File: config.mk
export PLATFORM = sky130hd
export DESIGN_NAME = l2_port_arbiter
export DESIGN_NICKNAME = d
export VERILOG_FILES = /design/src/rtl/l2_arb_pkg.sv /design/src/rtl/l2_arb_grant.sv /design/src/rtl/l2_port_arbiter.sv
export SDC_FILE = /design/constraint.sdc
export NUM_CORES = 1
export LEC_CHECK = 0
export CAP_MARGIN = 0
export CORE_AREA = 2 2 536 538
export CTS_CLUSTER_SIZE = 20
export DETAILED_ROUTE_END_ITERATION = 6
export DIE_AREA = 0 0 538 540
export GPL_ROUTABILITY_DRIVEN = 0
export PLACE_DENSITY = 0.3
export SYNTH_ARGS = -nofsm -noshare
export SYNTH_HDL_FRONTEND = slang
export SYNTH_SLANG_ARGS = --single-unit
File: constraint.sdc
create_clock -name clk -period 12.6 [get_ports clk]
set_input_delay 1.89 -clock clk [delete_from_list [all_inputs] [get_ports clk]]
set_output_delay 1.89 -clock clk [all_outputs]
set_load 0.02 [all_outputs]
File: src/rtl/l2_arb_pkg.sv
// Shared types for the L2 port arbiter: FSM states, request owners, starve counter width.
package l2_arb_pkg;

    typedef enum logic [1:0] {
        IDLE   = 2'd0,
        BUSY_I = 2'd1,
        BUSY_D = 2'd2,
        DONE   = 2'd3
    } arb_state_t;

    typedef enum logic {
        OWN_I = 1'b0,
        OWN_D = 1'b1
    } arb_owner_t;

    localparam int STARVE_CNT_W = 4;

    function automatic logic is_busy(input arb_state_t s);
        return (s == BUSY_I) || (s == BUSY_D);
    endfunction

endpackage

File: src/rtl/l2_arb_grant.sv
// Grant decision between I-side and D-side fill requests, sampled only while the port is idle.
// Build option L2_ARB_ROUND_ROBIN_EN swaps the fixed-D-priority/starvation guard for round robin.
import l2_arb_pkg::*;

module l2_arb_grant #(
    parameter int STARVE_LIMIT = 4
) (
    input  logic       clk,
    input  logic       rst,
    input  logic       arb_en,
    input  logic       i_req,
    input  logic       d_req,
    output logic       grant_valid,
    output arb_owner_t grant_owner
);

    assign grant_valid = arb_en && (i_req || d_req);

`ifdef L2_ARB_ROUND_ROBIN_EN
    arb_owner_t last_grant_q;
    arb_owner_t last_grant_d;

    // On a tie the side that did not win last time goes next.
    always_comb begin
        grant_owner = OWN_D;
        if (i_req && d_req) begin
            grant_owner = (last_grant_q == OWN_D) ? OWN_I : OWN_D;
        end else if (i_req) begin
            grant_owner = OWN_I;
        end
        last_grant_d = last_grant_q;
        if (grant_valid) begin
            last_grant_d = grant_owner;
        end
    end

    always_ff @(posedge clk or posedge rst) begin
        if (rst) begin
            last_grant_q <= OWN_D;
        end else begin
            last_grant_q <= last_grant_d;
        end
    end
`else
    localparam logic [STARVE_CNT_W-1:0] LIMIT = STARVE_CNT_W'(STARVE_LIMIT);

    logic [STARVE_CNT_W-1:0] starve_cnt_q;
    logic [STARVE_CNT_W-1:0] starve_cnt_d;
    logic                    starve_force;

    // D-side wins ties until it has taken LIMIT grants in a row past a waiting I-side.
    always_comb begin
        starve_force = (starve_cnt_q == LIMIT);
        grant_owner  = OWN_D;
        if (i_req && (!d_req || starve_force)) begin
            grant_owner = OWN_I;
        end
        starve_cnt_d = starve_cnt_q;
        if (arb_en) begin
            if (!i_req || (grant_valid && (grant_owner == OWN_I))) begin
                starve_cnt_d = '0;
            end else if (grant_valid && (starve_cnt_q != LIMIT)) begin
                starve_cnt_d = starve_cnt_q + 1'b1;
            end
        end
    end

    always_ff @(posedge clk or posedge rst) begin
        if (rst) begin
            starve_cnt_q <= '0;
        end else begin
            starve_cnt_q <= starve_cnt_d;
        end
    end
`endif

endmodule

File: src/rtl/l2_port_arbiter.sv
// Shares one L2 port between I-cache and D-cache line fills; one transaction in flight at a time.
// Build option L2_ARB_ROUND_ROBIN_EN selects round-robin arbitration instead of D priority.
import l2_arb_pkg::*;

module l2_port_arbiter #(
    parameter int ADDR_WIDTH   = 32,
    parameter int LINE_WIDTH   = 256,
    parameter int STARVE_LIMIT = 4
) (
    input  logic                  clk,
    input  logic                  rst,
    input  logic                  imem_read,
    input  logic [ADDR_WIDTH-1:0] imem_addr,
    output logic                  imem_resp,
    output logic [LINE_WIDTH-1:0] imem_rdata,
    input  logic                  dmem_read,
    input  logic                  dmem_write,
    input  logic [ADDR_WIDTH-1:0] dmem_addr,
    input  logic [LINE_WIDTH-1:0] dmem_wdata,
    output logic                  dmem_resp,
    output logic [LINE_WIDTH-1:0] dmem_rdata,
    output logic                  mem_read,
    output logic                  mem_write,
    output logic [ADDR_WIDTH-1:0] mem_addr,
    output logic [LINE_WIDTH-1:0] mem_wdata,
    input  logic                  mem_resp,
    input  logic [LINE_WIDTH-1:0] mem_rdata
);

    // Handshake: a requester holds read/write until its one-cycle resp pulse; the L2 side
    // sees strobes held with stable addr/wdata until a one-cycle mem_resp.
    arb_state_t            state_q, state_d;
    logic                  mem_read_q, mem_read_d;
    logic                  mem_write_q, mem_write_d;
    logic [ADDR_WIDTH-1:0] mem_addr_q, mem_addr_d;
    logic [LINE_WIDTH-1:0] mem_wdata_q, mem_wdata_d;

    logic       arb_en;
    logic       grant_valid;
    arb_owner_t grant_owner;

    assign arb_en = (state_q == IDLE);

    l2_arb_grant #(
        .STARVE_LIMIT(STARVE_LIMIT)
    ) u_grant (
        .clk         (clk),
        .rst         (rst),
        .arb_en      (arb_en),
        .i_req       (imem_read),
        .d_req       (dmem_read || dmem_write),
        .grant_valid (grant_valid),
        .grant_owner (grant_owner)
    );

    always_comb begin
        state_d     = state_q;
        mem_read_d  = mem_read_q;
        mem_write_d = mem_write_q;
        mem_addr_d  = mem_addr_q;
        mem_wdata_d = mem_wdata_q;
        case (state_q)
            IDLE: begin
                if (grant_valid) begin
                    if (grant_owner == OWN_I) begin
                        state_d     = BUSY_I;
                        mem_read_d  = 1'b1;
                        mem_write_d = 1'b0;
                        mem_addr_d  = imem_addr;
                        mem_wdata_d = '0;
                    end else begin
                        state_d     = BUSY_D;
                        mem_read_d  = dmem_read;
                        mem_write_d = dmem_write && !dmem_read;
                        mem_addr_d  = dmem_addr;
                        mem_wdata_d = dmem_wdata;
                    end
                end
            end
            BUSY_I, BUSY_D: begin
                if (mem_resp) begin
                    state_d     = DONE;
                    mem_read_d  = 1'b0;
                    mem_write_d = 1'b0;
                end
            end
            DONE: begin
                state_d = IDLE;
            end
            default: begin
                state_d     = IDLE;
                mem_read_d  = 1'b0;
                mem_write_d = 1'b0;
            end
        endcase
    end

    always_ff @(posedge clk or posedge rst) begin
        if (rst) begin
            state_q     <= IDLE;
            mem_read_q  <= 1'b0;
            mem_write_q <= 1'b0;
            mem_addr_q  <= '0;
            mem_wdata_q <= '0;
        end else begin
            state_q     <= state_d;
            mem_read_q  <= mem_read_d;
            mem_write_q <= mem_write_d;
            mem_addr_q  <= mem_addr_d;
            mem_wdata_q <= mem_wdata_d;
        end
    end

    assign mem_read  = mem_read_q;
    assign mem_write = mem_write_q;
    assign mem_addr  = mem_addr_q;
    assign mem_wdata = mem_wdata_q;

    // Responses pass straight through in the L2 response cycle; mem_resp outside BUSY is dropped.
    assign imem_resp  = (state_q == BUSY_I) && mem_resp;
    assign dmem_resp  = (state_q == BUSY_D) && mem_resp;
    assign imem_rdata = imem_resp ? mem_rdata : '0;
    assign dmem_rdata = dmem_resp ? mem_rdata : '0;

    strobe_exclusive_a: assert property (@(posedge clk) disable iff (rst)
        !(mem_read_q && mem_write_q) && is_busy(state_q) == (mem_read_q || mem_write_q)
                                     || !is_busy(state_q) && !mem_read_q && !mem_write_q
                                     || is_busy(state_q) && !(mem_read_q && mem_write_q));

endmodule
==> reports/qor.tcl, run 1 <==
set qor(grt_remaining_overflow) 0
set qor(max_stage_delay_ns) 0.95
set qor(tritoncts_clock_tree) {built}
set qor(clock_latency_ns) 0.60
set qor(worst_path_class_setup) {reg -> out}
set qor(worst_setup_path_start_kind) {flip-flop}
set qor(final-instance-count-excl-fill) 6506
set qor(detailedRoute.firstIterationViolations) 1059
set qor(max_slew_margin) 0.166
set qor(rows) 196
set qor(synth_fp_nets) 2030
set qor(crit_path_end_kind) {output pin}
set qor(rsz0062_at_grt) {false}
set qor(synthesis.area_per_instance_um2) 10.3
set qor(antenna_found_initial) 122
set qor(post_synthesis_register_bit_count) 296
set qor(period_share) 0.539
set qor(critical_path.cell_chain) {inv_1, ha_4, buf_4, buf_4, and3_1, clkdlybuf4s50_1}
set qor(critical_path_buf_inv_count) 4
set qor(maxSlewViolCount) 0
set qor(ctsRootBufferMaster) {clkbuf_16}
set qor(synthesis.instances) 1442
set qor(vdd_drop_max_mv) 0.0895
set qor(grt_pass1_wl_mm) 231
set qor(grt_max_degree) 265
set qor(max-cap-violations) 0
set qor(fp.dieH_um) 540
set qor(yosys.cell_types.count) 34
set qor(total_design_power_w) 0.00716
set qor(crit_path_top_delay_cell) {buf_4}
set qor(dieWidth_um) 538
set qor(cp.required_ns) 10.71
set qor(wire_per_inst_um) 28.9
set qor(layout_commonest_cell) {clkdlybuf4s50_1}
set qor(fmaxAchievable_mhz) 147
set qor(min-delay-path-class) {reg -> reg}
set qor(clock-skew-final_ns) 0.0379
set qor(fin_crit_ns) 6.79
set qor(number_of_global_route_vias_before_repair) 19100
set qor(cp_top_family) {buffers and inverters}
set qor(post-cts-setup-buffers) 0
set qor(drc_errors) 0
set qor(finalWirelength_mm) 188
set qor(setup_viol_count_final) 0
set qor(worst_max_slew_pin_slew_ns) 1.25
set qor(cts_buffers) 40
set qor(timing.critical_path.fanout_max) 108
set qor(p_per_area_nw_per_um2) 210
set qor(port_buffers) 1385
set qor(detailed_place.area_um2) 32800
set qor(sequential_area_share_after_synthesis) 0.497
set qor(cellLeakagePower_nw) 13.9
set qor(worst-endpoint-arrival_ns) 4.90
set qor(ctsResizeCount) 0
set qor(die_area_um2) 291000
set qor(count_of_pins_on_the_block_boundary) 1386
set qor(count_of_nets_left_with_antenna_violations_after_detail_routing) 0
set qor(crit_path_frequent_cell) {buf_4}
set qor(outcome) {completed}
set qor(timing.final.hold_violations) 0
set qor(netlist_area_pre_place_um2) 14900
set qor(placed_cells_incl_taps) 6414
set qor(cts_sinks) 296
set qor(finalSetupTns_ns) 0
set qor(detail_route.vias_per_cell) 2.88
set qor(grt_use_total) 0.123
set qor(nets) 3282
set qor(cts.reportedPaths.clkPinSlew_ns) 0.06
set qor(initial_utilization) 0.0524
set qor(htreeDepth) 2
set qor(dr_pass1_iterations) 5
set qor(highest_count_cells_in_the_layout_ignoring_fill_and_taps) {1,384 x clkdlybuf4s50_1, 512 x and3_1, 296 x dfrtp_1, 256 x a22o_1, 40 x clkbuf_16}
set qor(drive_gt1_frac) 0.0334
set qor(area_growth_syn_to_layout_pct) 129
set qor(clock_tree.buffer_depth) 3
set qor(vias) 18700
set qor(ys_warn_count) 0
set qor(holdBufCountCts) 0
set qor(finalInstanceArea_um2) 34100
set qor(post-dp-hpwl_mm) 161
set qor(core_area_um2) 284000
layer usage:
| metal | track usage | routed length (um) | up-vias |
|---|---|---|---|
| met3 | 0.0456 | 18400 | 292 |
| met5 | 0 | 74 | - |
| met1 | 0.129 | 68000 | 9154 |
| li1 | - | - | 8000 |
| met4 | 0.0402 | 6740 | 12 |
| met2 | 0.223 | 94700 | 1250 |
sequential cells by signal, indices dropped and copies added, names as in the netlist:
register / cells
mem_write: 1
mem_addr: 32
mem_wdata: 256
mem_read: 1
state_q: 2
u_grant.starve_cnt_q: 4
logic make-up (layout without fill, tap and decap cells):
logic type,Yosys count,in the layout,share of synthesized area
multiplexers,2,2,0.00143
flip-flops,296,296,0.497
buffers and inverters,205,1486,0.0679
AO/OA/AOI/OAI,336,336,0.187
other,0,21,0
AND/OR/NAND/NOR,597,597,0.242
adder cells (fa/ha/maj),6,6,0.00503
metrics by stage:
stage                     worst slack (ns)  hold WS, ns   util
final                                 5.81        0.500  0.120
after global routing                  5.56        0.513  0.120
after CTS                             5.74        0.506  0.120
after detailed placement              6.28        0.490  0.115
after global placement                6.31        0.488  0.115
after floorplan                       2.53        0.496      -
report_power, final:
group          internal (W)  switching (W)
clock              0.000662       0.000507
combinational       0.00183        0.00251
sequential          0.00139       0.000267
final timing paths:
path,start,to,slack (ns),depth (start not counted)
hold reg to reg,mem_wdata[163],mem_wdata[163],0.50,1
hold / removal,mem_wdata[163],mem_wdata[163],0.50,1
min in group asynchronous,rst,mem_wdata[80],1.85,2
max in group asynchronous,rst,mem_wdata[107],8.73,4
setup / recovery,state_q[0],dmem_rdata[208],5.81,6
setup reg to reg,state_q[0],mem_wdata[45],8.73,7
cell type report:
cell class              instances  area (um^2)
fillers                     32500       250000
repair buffers               1405        14100
flip-flops and latches        296         7410
multi-input cells             941         6550
well taps                    3762         4710
clock buffers                  58         1150
clock inverters                13          156
diodes                         21         52.6
inverters                      10         45.0
synthesized netlist by cell type:
| cell | number | share of area |
|---|---|---|
| and2_1 | 2 | 0.00084 |
| dfrtp_1 | 296 | 0.50 |
| a311o_1 | 1 | 0.00067 |
| o31a_1 | 1 | 0.00059 |
| o21ai_0 | 6 | 0.0020 |
| or3b_1 | 1 | 0.00059 |
| nand4_1 | 1 | 0.00042 |
| o41ai_1 | 1 | 0.00059 |
| nor2_1 | 35 | 0.0088 |
| o211ai_1 | 32 | 0.016 |
| nand2_1 | 4 | 0.0010 |
| o41a_1 | 1 | 0.00075 |
| nor3_1 | 1 | 0.00034 |
| nor4b_1 | 1 | 0.00059 |
| mux2_2 | 1 | 0.00075 |
| a21oi_1 | 1 | 0.00034 |
| and3b_1 | 1 | 0.00059 |
| clkbuf_1 | 140 | 0.035 |
| buf_6 | 28 | 0.021 |
| buf_2 | 26 | 0.0087 |
| nand4b_1 | 1 | 0.00059 |
| nor2b_1 | 4 | 0.0017 |
| o22ai_1 | 1 | 0.00042 |
| ha_1 | 6 | 0.0050 |
| o31ai_1 | 1 | 0.00050 |
| o2bb2ai_1 | 2 | 0.0012 |
| mux2i_1 | 1 | 0.00067 |
| a22o_1 | 256 | 0.15 |
| a31oi_1 | 32 | 0.013 |
| inv_1 | 10 | 0.0025 |
| a2bb2oi_1 | 1 | 0.00059 |
| buf_1 | 1 | 0.00025 |
| nand3_1 | 33 | 0.011 |
| and3_1 | 513 | 0.22 |
(Power assumes the default switching activity.)
==> inputs of run 2 (changes only) <==
CORE_AREA = 2 2 547 549   (was 2 2 536 538)
DIE_AREA = 0 0 549 551   (was 0 0 538 540)
clock period = 5.5 ns   (was 12.6 ns; I/O delays follow)
==> run 2 against run 1 <==
  * Count of clock-buffer cells in the layout grew 2
  * Register-to-register slack lost 6.1 ns
  * Routed wire length shrank 4.7%
  * Utilization shrank 0.23 points
  * Sequential share of layout area shrank 0.46 points
  * Total power grew 130%
  * Critical path type unchanged
  * Largest cell class unchanged
  * Largest power group unchanged
==> reports/qor.tcl, run 2 (synthesized netlist as in run 1, its figures left out) <==
set qor(outcome) {completed}
set qor(sw_pwr_w) 0.00736
set qor(total_design_power_w) 0.0166
set qor(min-delay-path-class) {reg -> reg}
set qor(clock_latency_ns) 0.60
set qor(post-dp-hpwl_mm) 154
set qor(number_of_global_route_vias_before_repair) 19700
set qor(ctsResizeCount) 0
set qor(p_sw_frac) 0.444
set qor(num-fill-cells) 34000
set qor(crit_path_start) {state_q[0]}
set qor(grt_pass1_wl_mm) 221
set qor(fp.dieH_um) 551
set qor(multi_input_comb_area_um2) 6550
set qor(finalSetupTns_ns) 0
set qor(seq_power_share) 0.230
set qor(vdd_drop_max_mv) 0.222
set qor(max_reg_flops) 256
set qor(p_per_area_nw_per_um2) 475
set qor(finalWirelength_mm) 179
set qor(fin_crit_ns) 4.30
set qor(setup_viol_count_final) 0
set qor(cp-endpoint) {dmem_rdata[87]}
set qor(htreeDepth) 2
set qor(detail_route.vias_per_cell) 2.80
set qor(fmaxAchievable_mhz) 232
set qor(ctsRootBufferMaster) {clkbuf_16}
set qor(vias) 18900
set qor(count_of_nets_left_with_antenna_violations_after_detail_routing) 0
set qor(holdBufCountCts) 0
set qor(grt_remaining_overflow) 0
set qor(timing.critical_path.fanout_max) 108
set qor(tritoncts_clock_tree) {built}
set qor(cp.required_ns) 4.68
set qor(grt_max_degree) 135
set qor(highest_count_cells_in_the_layout_ignoring_fill_and_taps) {1,384 x clkdlybuf4s50_1, 512 x and3_1, 296 x dfrtp_1, 256 x a22o_1, 41 x clkbuf_16}
set qor(port_buffers) 1385
set qor(worst_path_class_setup) {reg -> out}
set qor(post-cts-setup-buffers) 0
set qor(drive_gt1_frac) 0.0457
set qor(r2r-start) {u_grant.starve_cnt_q[0]}
set qor(cts_sinks) 296
set qor(dieWidth_um) 549
set qor(dr_pass1_iterations) 5
set qor(initial_utilization) 0.0503
set qor(clock_tree.buffer_depth) 3
set qor(worst_setup_path_start_kind) {flip-flop}
set qor(maxSlewViolCount) 0
set qor(depth_of_the_most_critical_reg_to_reg_path) 7
set qor(cts_buffers) 41
set qor(timing.final.hold_violations) 0
set qor(worst-r2r-setup-slack_ns) 2.64
set qor(cellLeakagePower_nw) 14.1
set qor(cts.reportedPaths.clkPinSlew_ns) 0.06
set qor(dpl_worst_slack_ns) 1.79
set qor(period_share) 0.783
set qor(max-cap-violations) 0
set qor(hold-worst-slack_ns) 0.502
set qor(rows) 200
set qor(antenna_found_initial) 114
set qor(clock-skew-final_ns) 0.0251
set qor(cell_internal_pwr_w) 0.00921
set qor(detailedRoute.firstIterationViolations) 1175
set qor(die_area_um2) 302000
set qor(layout_commonest_cell) {clkdlybuf4s50_1}
set qor(clock_power_share) 0.175
set qor(finalWorstSetupSlack_ns) 1.20
set qor(pwr-share-comb) 0.594
set qor(regArea_um2) 7410
set qor(worst-endpoint-arrival_ns) 3.48
set qor(crit_path_end_kind) {output pin}
set qor(rsz0062_at_grt) {false}
set qor(area_growth_syn_to_layout_pct) 134
set qor(core_area_um2) 296000
set qor(wire_per_inst_um) 26.5
set qor(grt_use_total) 0.112
set qor(worst_max_slew_pin_slew_ns) 0.977
set qor(drc_errors) 0
set qor(nets) 3312
set qor(max_slew_margin) 0.348
set qor(rr_endpoint) {mem_wdata[47]}
set qor(count_of_pins_on_the_block_boundary) 1386
==> run 2: metal layers <==
layer | wire length [um] | share of wire | track usage | up-vias
met4 | 7990 | 0.045 | 0.0488 | 12
met3 | 17300 | 0.096 | 0.0434 | 286
met1 | 63600 | 0.36 | 0.115 | 9248
li1 | - | - | - | 8094
met5 | 77 | 0.00043 | 0 | -
met2 | 90000 | 0.50 | 0.200 | 1222
==> run 2: layout make-up <==
| type | instances | share of cell area |
|---|---|---|
| flip-flops and latches | 296 | 0.213 |
| clock inverters | 15 | 0.00678 |
| well taps | 3939 | 0.141 |
| multi-input cells | 941 | 0.188 |
| clock buffers | 60 | 0.0346 |
| repair buffers | 1434 | 0.412 |
| inverters | 10 | 0.00118 |
| diodes | 49 | 0.00352 |
==> run 2: worst min-delay path by stage <==
stage / from / endpoint / slack, ns / cells after the start
after detailed placement: mem_wdata[137] / mem_wdata[137] / 0.49 / 1
after CTS: mem_wdata[36] / mem_wdata[36] / 0.51 / 1
after floorplan: u_grant.starve_cnt_q[0] / u_grant.starve_cnt_q[0] / 0.50 / 2
final: mem_wdata[99] / mem_wdata[99] / 0.50 / 1
after global placement: mem_wdata[218] / mem_wdata[218] / 0.49 / 1
after global routing: mem_wdata[171] / mem_wdata[171] / 0.51 / 1
==> run 2: power by group through the flow <==
stage	clock network [W]	registers, W	logic (W)
after floorplan	0	0.00490	0.00352
after global placement	0	0.00386	0.0100
after detailed placement	0	0.00387	0.00994
after CTS	0.00307	0.00383	0.00999
after global routing	0.00312	0.00394	0.0104
final	0.00290	0.00382	0.00985
==> run 2: critical path, cell delays in order, from the launching register on <==
cell             delay [ns]
dfrtp_1                0.41
inv_1                  0.17
ha_4                   0.68
buf_12                 0.45
and3_1                 0.29
clkdlybuf4s50_1        0.63
==> run 2: through the flow <==
stage,instance area (um^2),instances,utilization
floorplan,14900,1442,-
global placement,33300,6620,0.112
detailed placement,33300,6620,0.112
CTS,34700,6695,0.117
global route,34800,6715,0.117
finish,34900,6744,0.118
